File: src/rtl/traffic_light_safety_monitor_pkg.sv
// traffic_pkg: shared lamp, fault-code and monitor-state types
package traffic_pkg;
  typedef struct packed {
    logic red;
    logic yellow;
    logic green;
  } lamp_t;
  typedef enum logic [2:0] {NONE, CONFLICT, NOT_ONEHOT, BAD_SEQ, SHORT_YEL, WATCHDOG} fault_code_e;
  typedef enum logic [1:0] {INIT, RUN, FAULT} mon_state_e;
  localparam lamp_t LAMP_R = 3'b100;
  localparam lamp_t LAMP_Y = 3'b010;
  localparam lamp_t LAMP_G = 3'b001;
endpackage

File: src/rtl/traffic_light_safety_monitor_if.sv
// traffic_light_safety_monitor_if: controller lamps in, driver lamps and fault status out
interface traffic_light_safety_monitor_if;
  import traffic_pkg::*;
  logic main_red, main_yellow, main_green;
  logic side_red, side_yellow, side_green;
  logic fault_clr;
  logic out_main_red, out_main_yellow, out_main_green;
  logic out_side_red, out_side_yellow, out_side_green;
  logic fault;
  fault_code_e fault_code;
  modport master (
    output main_red, main_yellow, main_green, side_red, side_yellow, side_green, fault_clr,
    input out_main_red, out_main_yellow, out_main_green,
    input out_side_red, out_side_yellow, out_side_green, fault, fault_code
  );
  modport slave (
    input main_red, main_yellow, main_green, side_red, side_yellow, side_green, fault_clr,
    output out_main_red, out_main_yellow, out_main_green,
    output out_side_red, out_side_yellow, out_side_green, fault, fault_code
  );
endinterface

File: src/rtl/traffic_light_safety_monitor_checker.sv
// lamp_sequence_checker: per-road one-hot, step-legality and yellow-hold checks of S against P
module lamp_sequence_checker
  import traffic_pkg::*;
#(
  parameter int MIN_YELLOW_CYCLES = 3
) (
  input  logic  clk,
  input  logic  rst,
  input  lamp_t s,
  output lamp_t p,
  output logic  onehot_err,
  output logic  seq_err,
  output logic  short_yel_err
);
  localparam int YW = $clog2(MIN_YELLOW_CYCLES + 1);
  logic [YW-1:0] ycnt;
  // previous sample and count of consecutive yellow samples, saturating
  always_ff @(posedge clk) begin
    if (rst) begin
      p    <= LAMP_R;
      ycnt <= '0;
    end else begin
      p    <= s;
      ycnt <= !s.yellow ? '0 : ycnt == YW'(MIN_YELLOW_CYCLES) ? ycnt : ycnt + 1'b1;
    end
  end
  assign onehot_err    = $countones(s) != 1;
  assign seq_err       = s != p && !(p == LAMP_R && s == LAMP_G) &&
                         !(p == LAMP_G && s == LAMP_Y) && !(p == LAMP_Y && s == LAMP_R);
  assign short_yel_err = p == LAMP_Y && s == LAMP_R && ycnt < YW'(MIN_YELLOW_CYCLES);
endmodule

File: src/rtl/traffic_light_safety_monitor.sv
// traffic_light_safety_monitor: last stage before lamp drivers; checks invariants, latches faults, flashes red
module traffic_light_safety_monitor
  import traffic_pkg::*;
#(
  parameter int MIN_YELLOW_CYCLES = 3,
  parameter int MAX_PHASE_CYCLES  = 64,
  parameter int FLASH_HALF_CYCLES = 4
) (
  input logic clk,
  input logic rst,
  traffic_light_safety_monitor_if.slave bus
);
  localparam int IW = $clog2(MAX_PHASE_CYCLES + 1);
  localparam int FW = $clog2(FLASH_HALF_CYCLES);
  lamp_t s_main, s_side, p_main, p_side, out_m, out_s;
  logic oh_m, oh_s, seq_m, seq_s, sy_m, sy_s;
  logic conflict, wd, chk_seq, fail, clr_ok, flash_run, phase;
  logic [IW-1:0] idle;
  logic [FW-1:0] fcnt;
  mon_state_e state, nstate;
  fault_code_e hit, code_q, code_d;
  lamp_sequence_checker #(.MIN_YELLOW_CYCLES(MIN_YELLOW_CYCLES)) u_main (
    .clk(clk), .rst(rst), .s(s_main), .p(p_main),
    .onehot_err(oh_m), .seq_err(seq_m), .short_yel_err(sy_m)
  );
  lamp_sequence_checker #(.MIN_YELLOW_CYCLES(MIN_YELLOW_CYCLES)) u_side (
    .clk(clk), .rst(rst), .s(s_side), .p(p_side),
    .onehot_err(oh_s), .seq_err(seq_s), .short_yel_err(sy_s)
  );
  // sample register, FSM state, fault code, idle watchdog and flash generator
  always_ff @(posedge clk) begin
    if (rst) begin
      s_main <= LAMP_R;
      s_side <= LAMP_R;
      state  <= INIT;
      code_q <= NONE;
      idle   <= '0;
      fcnt   <= '0;
      phase  <= 1'b1;
    end else begin
      s_main <= {bus.main_red, bus.main_yellow, bus.main_green};
      s_side <= {bus.side_red, bus.side_yellow, bus.side_green};
      state  <= nstate;
      code_q <= code_d;
      idle   <= (s_main != p_main || s_side != p_side) ? '0 :
                idle == IW'(MAX_PHASE_CYCLES) ? idle : idle + 1'b1;
      fcnt   <= !flash_run ? '0 : fcnt == FW'(FLASH_HALF_CYCLES - 1) ? '0 : fcnt + 1'b1;
      phase  <= !flash_run ? 1'b1 : phase ^ (fcnt == FW'(FLASH_HALF_CYCLES - 1));
    end
  end
  // checks, priority encode, next state and lamp output mux
  always_comb begin
    conflict  = (s_main.green | s_main.yellow) & (s_side.green | s_side.yellow);
    wd        = idle == IW'(MAX_PHASE_CYCLES);
    chk_seq   = state != INIT;
    hit       = conflict ? CONFLICT : (oh_m | oh_s) ? NOT_ONEHOT :
                (chk_seq && (seq_m | seq_s)) ? BAD_SEQ :
                (chk_seq && (sy_m | sy_s)) ? SHORT_YEL : wd ? WATCHDOG : NONE;
    fail      = hit != NONE;
    clr_ok    = bus.fault_clr && !fail;
    nstate    = state == FAULT ? (clr_ok ? INIT : FAULT) : (fail ? FAULT : RUN);
    code_d    = state == FAULT ? (clr_ok ? NONE : code_q) : (fail ? hit : NONE);
    flash_run = state == FAULT && nstate == FAULT;
    out_m     = state == FAULT ? lamp_t'({phase, 2'b00}) : fail ? LAMP_R : s_main;
    out_s     = state == FAULT ? lamp_t'({phase, 2'b00}) : fail ? LAMP_R : s_side;
  end
  assign bus.out_main_red    = out_m.red;
  assign bus.out_main_yellow = out_m.yellow;
  assign bus.out_main_green  = out_m.green;
  assign bus.out_side_red    = out_s.red;
  assign bus.out_side_yellow = out_s.yellow;
  assign bus.out_side_green  = out_s.green;
  assign bus.fault           = state == FAULT;
  assign bus.fault_code      = code_q;
endmodule

File: src/flat_wrapper.sv
// flat-port wrapper written by rule: the top's interface ports become plain ports
module traffic_light_safety_monitor_flat import traffic_pkg::*;
#(
  parameter int MIN_YELLOW_CYCLES = 3,
  parameter int MAX_PHASE_CYCLES  = 64,
  parameter int FLASH_HALF_CYCLES = 4
)
  (clk, rst, bus_main_red, bus_main_yellow, bus_main_green, bus_side_red, bus_side_yellow, bus_side_green, bus_fault_clr, bus_out_main_red, bus_out_main_yellow, bus_out_main_green, bus_out_side_red, bus_out_side_yellow, bus_out_side_green, bus_fault, bus_fault_code);
  traffic_light_safety_monitor_if bus_i ();
  input logic clk;
  input logic rst;
  input wire logic [$bits(bus_i.main_red)-1:0] bus_main_red;
  input wire logic [$bits(bus_i.main_yellow)-1:0] bus_main_yellow;
  input wire logic [$bits(bus_i.main_green)-1:0] bus_main_green;
  input wire logic [$bits(bus_i.side_red)-1:0] bus_side_red;
  input wire logic [$bits(bus_i.side_yellow)-1:0] bus_side_yellow;
  input wire logic [$bits(bus_i.side_green)-1:0] bus_side_green;
  input wire logic [$bits(bus_i.fault_clr)-1:0] bus_fault_clr;
  output wire logic [$bits(bus_i.out_main_red)-1:0] bus_out_main_red;
  output wire logic [$bits(bus_i.out_main_yellow)-1:0] bus_out_main_yellow;
  output wire logic [$bits(bus_i.out_main_green)-1:0] bus_out_main_green;
  output wire logic [$bits(bus_i.out_side_red)-1:0] bus_out_side_red;
  output wire logic [$bits(bus_i.out_side_yellow)-1:0] bus_out_side_yellow;
  output wire logic [$bits(bus_i.out_side_green)-1:0] bus_out_side_green;
  output wire logic [$bits(bus_i.fault)-1:0] bus_fault;
  output wire logic [$bits(bus_i.fault_code)-1:0] bus_fault_code;
  assign bus_i.main_red = bus_main_red;
  assign bus_i.main_yellow = bus_main_yellow;
  assign bus_i.main_green = bus_main_green;
  assign bus_i.side_red = bus_side_red;
  assign bus_i.side_yellow = bus_side_yellow;
  assign bus_i.side_green = bus_side_green;
  assign bus_i.fault_clr = bus_fault_clr;
  assign bus_out_main_red = bus_i.out_main_red;
  assign bus_out_main_yellow = bus_i.out_main_yellow;
  assign bus_out_main_green = bus_i.out_main_green;
  assign bus_out_side_red = bus_i.out_side_red;
  assign bus_out_side_yellow = bus_i.out_side_yellow;
  assign bus_out_side_green = bus_i.out_side_green;
  assign bus_fault = bus_i.fault;
  assign bus_fault_code = bus_i.fault_code;
  traffic_light_safety_monitor #(.MIN_YELLOW_CYCLES(MIN_YELLOW_CYCLES), .MAX_PHASE_CYCLES(MAX_PHASE_CYCLES), .FLASH_HALF_CYCLES(FLASH_HALF_CYCLES)) u_core (.clk(clk), .rst(rst), .bus(bus_i));
endmodule
File: config.mk
export PLATFORM = sky130hd
export DESIGN_NAME = traffic_light_safety_monitor_flat
export DESIGN_NICKNAME = d
export VERILOG_FILES = /design/src/rtl/traffic_light_safety_monitor_pkg.sv /design/src/rtl/traffic_light_safety_monitor_if.sv /design/src/rtl/traffic_light_safety_monitor_checker.sv /design/src/rtl/traffic_light_safety_monitor.sv /design/src/flat_wrapper.sv
export SDC_FILE = /design/constraint.sdc
export NUM_CORES = 1
export LEC_CHECK = 0
export BUFFER_PORTS_ARGS = -buffer_cell sky130_fd_sc_hd__buf_2
export CAP_MARGIN = 20
export CORE_MARGIN = 2
export CORE_UTILIZATION = 25
export DETAILED_ROUTE_END_ITERATION = 8
export GPL_ROUTABILITY_DRIVEN = 0
export PLACE_DENSITY = 0.44
export SETUP_SLACK_MARGIN = 0.2
export SLEW_MARGIN = 0
export SYNTH_ARGS = -nofsm -noshare
export SYNTH_HDL_FRONTEND = slang
export SYNTH_SLANG_ARGS = --single-unit
File: constraint.sdc
create_clock -name clk -period 4.34 [get_ports clk]
set_clock_uncertainty 0.05 [all_clocks]
set_input_delay 1.302 -clock clk [delete_from_list [all_inputs] [get_ports clk]]
set_output_delay 1.302 -clock clk [all_outputs]
set_load 0.1 [all_outputs]
# --- Yosys cells after proc, flatten, opt, wreduce, memory -nomap -nowiden ---
# Cells that the tools add are included.
# W data, S select, Z words.
totals:
  wordCells: 110
  in_bits: 9
  ff_bits: 31
classes:
  order_cmp: 2
  bitwise: 10
  n_reduce_logical: 33
  n_eq_ne: 23
  addsub: 8
  n_mux: 15
ops:
  columns: ["operator", "count"]
  rows:
  - ["$mux W3", 12]
  - ["$logic_and A1 B1 Y1", 18]
  - ["$eq A3 B1 Y1 const B", 4]
  - ["$eq A3 B2 Y1 const B", 4]
  - ["$eq A3 B3 Y1 const B", 4]
  - ["$eq A2 B2 Y1 const B", 5]
  - ["$reduce_or A2 Y1", 4]
  - ["$add A7 B1 Y7 const B", 1]
  - ["$eq A7 B7 Y1 const B", 1]
  - ["$logic_not A1 Y1", 7]
  - ["$add A2 B1 Y2 const B", 3]
  - ["$add A2 B1 Y3", 2]
  - ["$mux W2", 3]
  - ["$ne A3 B1 Y1 const B", 2]
  - ["$ne A3 B3 Y1", 2]
  - ["$or A1 B1 Y1", 5]
  - ["$add A1 B1 Y2", 2]
  - ["$lt A2 B2 Y1 const B", 2]
  - ["$not A1 Y1", 3]
  - ["$reduce_bool A3 Y1", 1]
  - ["$reduce_or A3 Y1", 1]
  - ["$ne A2 B1 Y1 const B", 1]
  - ["$reduce_bool A2 Y1", 1]
  - ["$and A1 B1 Y1", 1]
  - ["other kinds (2)", 2]

# --- Depth between registers and ports, before layout ---
logic_depth:
  word_depth: 20
  ltp_mapped: 8

# --- Modules after synthesis ---
# Synthesis repeated with hierarchy kept, for this count alone.
unflattened:
  cells_unflattened: 178
  hier_area_um2: 1709.1
modules_own_cells:
  columns: ["mod", "instances", "area_each_um2", "cells_per_inst"]
  rows:
  - ["traffic_light_safety_monitor", 1, 998.5, 102]
  - ["lamp_sequence_checker", 2, 355.3, 38]

# --- Worst setup path after synthesis ---
# No wires, ideal clock.
synth_timing:
  path_type: "register to output"
  startpoint: "register u_core.s_side[1] (netlist bit)"
  endpoint: "output port bus_out_main_green"
  slack_ns: -1.423
  stages_incl_launch_ff: 8
  t_required_ns: 2.988
  arrival_time_ns: 4.411
  cell_sequence: "dfxtp_1 -> clkbuf_2 -> inv_1 -> fa_1 -> and4bb_2 -> nand3_2 -> buf_4 -> nor4_1"
synth_via:
  elab_chain_cells: 14
  elab_cells_between_ends: 31
  cone_classes: "add/sub: 2; eq/ne: 5; mux: 6; bitwise: 5; reduce/logical: 13"
synth_lines:
  columns: ["item", "line", "text"]
  rows:
  - ["start, declared", "traffic_light_safety_monitor.sv:15", "lamp_t s_main, s_side, p_main, p_side, out_m, out_s;"]
  - ["start signal, assigned", "traffic_light_safety_monitor.sv:42", "s_side <= {bus.side_red, bus.side_yellow, bus.side_green};"]
  - ["$eq A3 B1 Y1", "traffic_light_safety_monitor_checker.sv:28", "assign seq_err = s != p && !(p == LAMP_R && s == LAMP_G) &&"]
  - ["$logic_and A1 B1 Y1", "traffic_light_safety_monitor_checker.sv:28", null]
  - ["$logic_not A1 Y1", "traffic_light_safety_monitor_checker.sv:28", null]
  - ["$logic_and A1 B1 Y1 (2 in series)", "traffic_light_safety_monitor_checker.sv:28", null]
  - ["$logic_and A1 B1 Y1", "traffic_light_safety_monitor_checker.sv:29", "!(p == LAMP_G && s == LAMP_Y) && !(p == LAMP_Y && s == LAMP_R);"]
  - ["$or A1 B1 Y1", "traffic_light_safety_monitor.sv:57", "(chk_seq && (seq_m | seq_s)) ? BAD_SEQ :"]
  - ["$logic_and A1 B1 Y1", "traffic_light_safety_monitor.sv:57", null]
  - ["$mux W3", "traffic_light_safety_monitor.sv:57", null]
  - ["$mux W3", "traffic_light_safety_monitor.sv:56", "hit = conflict ? CONFLICT : (oh_m | oh_s) ? NOT_ONEHOT :"]
  - ["$mux W3 *", "traffic_light_safety_monitor.sv:56", null]
  - ["$reduce_bool A3 Y1 *", "traffic_light_safety_monitor.sv:59", "fail = hit != NONE;"]
  - ["$mux W3 * (2 in series)", "traffic_light_safety_monitor.sv:64", "out_m = state == FAULT ? lamp_t'({phase, 2'b00}) : fail ? LAMP_R : s_main;"]
  - ["end, declared", "flat_wrapper.sv:21", "output wire logic [$bits(bus_i.out_main_green)-1:0] bus_out_main_green;"]
# Every way passes the cells marked *; elsewhere a longest branch is shown, timed or not.

# --- Worst setup path in the final report ---
layout_timing:
  startpoint: "register u_core.s_main[0] (netlist bit)"
  endpoint: "output port bus_out_main_red"
layout_via:
  elab_chain_cells: 14
  elab_cells_between_ends: 31
  cone_classes: "add/sub: 2; eq/ne: 5; mux: 6; bitwise: 5; reduce/logical: 13"
layout_lines:
  columns: ["item", "line", "text"]
  rows:
  - ["start, declared", "traffic_light_safety_monitor.sv:15", null]
  - ["start signal, assigned", "traffic_light_safety_monitor.sv:41", "s_main <= {bus.main_red, bus.main_yellow, bus.main_green};"]
  - ["$eq A3 B1 Y1", "traffic_light_safety_monitor_checker.sv:28", null]
  - ["$logic_and A1 B1 Y1", "traffic_light_safety_monitor_checker.sv:28", null]
  - ["$logic_not A1 Y1", "traffic_light_safety_monitor_checker.sv:28", null]
  - ["$logic_and A1 B1 Y1 (2 in series)", "traffic_light_safety_monitor_checker.sv:28", null]
  - ["$logic_and A1 B1 Y1", "traffic_light_safety_monitor_checker.sv:29", null]
  - ["$or A1 B1 Y1", "traffic_light_safety_monitor.sv:57", null]
  - ["$logic_and A1 B1 Y1", "traffic_light_safety_monitor.sv:57", null]
  - ["$mux W3", "traffic_light_safety_monitor.sv:57", null]
  - ["$mux W3", "traffic_light_safety_monitor.sv:56", null]
  - ["$mux W3 *", "traffic_light_safety_monitor.sv:56", null]
  - ["$reduce_bool A3 Y1 *", "traffic_light_safety_monitor.sv:59", null]
  - ["$mux W3 * (2 in series)", "traffic_light_safety_monitor.sv:64", null]
  - ["end, declared", "flat_wrapper.sv:19", "output wire logic [$bits(bus_i.out_main_red)-1:0] bus_out_main_red;"]
# Marked as above.

==> metrics.md <==
| Metric | Value |
|---|---|
| Outcome | `complete, no violations` |
| Number of flops mapped to enable cells by yosys | `0` |
| Placed cells | `248` |
| Clk root buf | `clkbuf_8` |
| Rows | `28` |
| GR Layer Usage met3 | `0.0297` |
| Via density | `4.45` |
| Slowest cell on the critical path | `fa_1` |
| Fin cells | `256` |
| Pins Over Slew Limit | `0` |
| Register area share after synthesis | `0.414` |
| Final HPWL DP | `2190 um` |
| CP max FO | `11` |
| Post-synthesis net count | `176` |
| DRC viols | `0` |
| Top_reg_cell synth | `dfxtp_1` |
| Final min period | `3.90 ns` |
| CTS tree | `yes` |
| #FFs+latches synth | `31` |
| Hold Path End | `u_core.bus.fault_code[2]$_SDFFE_PP0P_` |
| Hold_ws | `0.423 ns` |
| Floorplan Core Area | `5850 um^2` |
| Worst Setup SP | `u_core.s_main[0]$_SDFF_PP0_` |
| Final nets | `196` |
| DR WL/cell | `11.5 um` |
| Worst-Skew Late Latency | `0.27 ns` |
| Maximum buffer depth of the clock tree | `2` |
| CTS HTree Levels | `2` |
| Vias | `1,140` |
| Max_cap viols | `0` |
| Yosys warns | `0` |
| Critical path, cell by cell | `inv_1 -> fa_1 -> and4bb_2 -> nand3_4 -> nor3_4 -> a21oi_2 -> buf_2` |
| Final setup fails | `0` |
| Synth async-reset ratio | `0` |
| RSZ-0062 raised after global routing | `no` |
| RR Startpoint | `u_core.s_main[0]$_SDFF_PP0_` |
| # diodes | `0` |
| Vias in the first global route | `1,104` |
| Die span in y | `81.4 um` |
| Hold Vio Cnt, Final | `0` |
| Worst path max stage delay | `0.49 ns` |
| Met2 Track Usage GR | `0.149` |
| Port Buffers | `18` |
| Setup Total Neg Slack | `0 ns` |
| Mapped Cells | `160` |
| Pre-CTS WS | `0.481 ns` |
| Grt ovf | `0` |
| Max VDD drop | `0.000155 V` |
| Met1 Track Usage GR | `0.141` |
| CTS clk-pin slew, worst paths | `0.06 ns` |
| Initial antenna violation count | `0` |
| Largest net degree at the start of global routing | `22` |
| CTS buffer count | `5` |
| Critical Path Sink Type | `output pin` |
| Tot GR Track Use | `0.103` |
| Buffers & Inverters on Critical Path | `2` |
| Setup CP Type | `reg -> out` |
| Area Growth Syn to Fin | `20.2%` |
| Share of cells above drive strength 1 | `0.249` |
| Rel. slew slack | `0.631` |
| DRT Wirelength | `2940 um` |
| Crit path DAT | `2.55 ns` |
| Syn_area_per_cell | `9.37 um^2` |
| Worst min path class | `reg -> reg` |
| Antenna viol nets, final | `0` |
| Min-Delay Path Depth | `2` |
| Clk sinks | `31` |
| Most Used Layer, Global Route | `met2` |
| Mapped cell area | `1500 um^2` |
| Fmax | `256 MHz` |
| FF-to-FF path depth | `6` |
| Setup ws final | `0.437 ns` |
| Worst slew pin tran | `0.553 ns` |
| Global-route wire length before repair | `5160 um` |
| DRT iter0 DRCs | `30` |
| Cell Pwr Density | `338 nW/um^2` |
| Drt first pass iters | `4` |
| I/O Pins | `19` |
| Die area | `6630 um^2` |
| Worst endpoint required time | `2.99 ns` |
| Reg2reg end | `u_core.phase$_SDFF_PP1_` |
| DIE WIDTH | `81.4 um` |
| Most frequent cells in the layout | `dfxtp_1, nor2_1, buf_2` |
| Commonest non-fill, non-tap cell in the layout | `dfxtp_1` |
| Netlist cell types | `40` |
| Hold wc startpoint | `u_core.bus.fault_code[2]$_SDFFE_PP0P_` |
| Lkg Pwr | `0.703 nW` |
| Postcts setup bufs | `0` |
| CP startpoint kind | `flop` |
| R2R Setup Slk | `2.03 ns` |
| Largest delay share family, worst path | `simple AND/OR/NAND/NOR gates` |
| Starting Density | `0.256` |
| Fin crit share | `0.899` |
[flip-flops by register name, indices dropped and copies added, names as in the netlist]
signal                 count
u_core.bus.fault_code      3
u_core.fcnt                2
u_core.idle                7
u_core.phase               1
u_core.s_main              3
u_core.s_side              3
u_core.state               2
u_core.u_main.p            3
u_core.u_main.ycnt         2
u_core.u_side.p            3
u_core.u_side.ycnt         2
[layout make-up]
type	count	area, um^2
multi-input combinational	112	861
timing repair buffer	18	100
inverter	12	45.0
fill	629	4050
sequential	31	621
clock inverter	1	5.00
clock buffer	7	76.3
tap	75	93.8
[cell usage after synthesis (3+ instances only)]
cell type | number | area share
clkbuf_1 | 3 | 0.0075
inv_1 | 12 | 0.030
ha_1 | 5 | 0.042
nor3_2 | 3 | 0.020
nor4_1 | 8 | 0.033
or2_2 | 4 | 0.017
nand2_1 | 4 | 0.010
nor2_1 | 20 | 0.050
dfxtp_1 | 31 | 0.41
xnor2_1 | 10 | 0.058
xor2_1 | 5 | 0.029
nand3_1 | 7 | 0.023
nand2b_1 | 4 | 0.017
a21oi_1 | 5 | 0.017
nor2b_1 | 4 | 0.017
[repair_timing]
| item | 4_1_cts | 5_1_grt |
|---|---|---|
| hold buffers | 0 | 0 |
| resized for setup | 1 | 10 |
| setup endpoints to repair | 2 | 6 |
[tightest hold or removal path, delay by kind of cell, from the launching register on]
kind            cells  cell delay, ns
compound gates      1            0.05
flops               1            0.32
simple gates        1            0.05
[stage by stage]
step                power (W)   util  area (um^2)
finish               0.000610  0.308         1800
detailed placement   0.000402  0.289         1690
CTS                  0.000618  0.304         1780
floorplan            0.000383      -         1530
global route         0.000646  0.308         1800
global placement     0.000402  0.289         1690
[worst max path at each step]
stage | end | slack [ns] | cells after the start
2_1_floorplan | bus_out_main_green | -0.27 | 7
3_3_place_gp | bus_out_main_red | 0.53 | 7
3_5_place_dp | bus_out_main_red | 0.48 | 7
4_1_cts | bus_out_main_green | 0.24 | 6
5_1_grt | bus_out_main_red | 0.25 | 7
6_report | bus_out_main_red | 0.44 | 7
[power by group]
| part | switching [W] | internal (W) |
|---|---|---|
| combinational | 0.0000626 | 0.0000283 |
| sequential | 0.0000109 | 0.000295 |
| clock | 0.000100 | 0.000112 |
[kinds of logic (layout without fill, tap and decap cells)]
logic type               after synthesis  count (layout)  share of synthesized area
XOR/XNOR                              15              15                     0.0876
multiplexers                           2               2                     0.0134
AND/OR/NAND/NOR                       71              71                      0.290
buffers and inverters                 17              38                     0.0459
AO/OA/AOI/OAI                         17              17                     0.0810
adder cells (fa/ha/maj)                7               7                     0.0684
flip-flops                            31              31                      0.414
[metal layers]
metal  wire, um  part of all wire  vias to the layer above
met3         77             0.026                        5
met5          0                 0                        -
met4         39             0.013                        0
met2       1380              0.47                       11
li1           -                 -                      594
met1       1450              0.49                      530
Note: power is estimated with default switching activity, not from simulation.
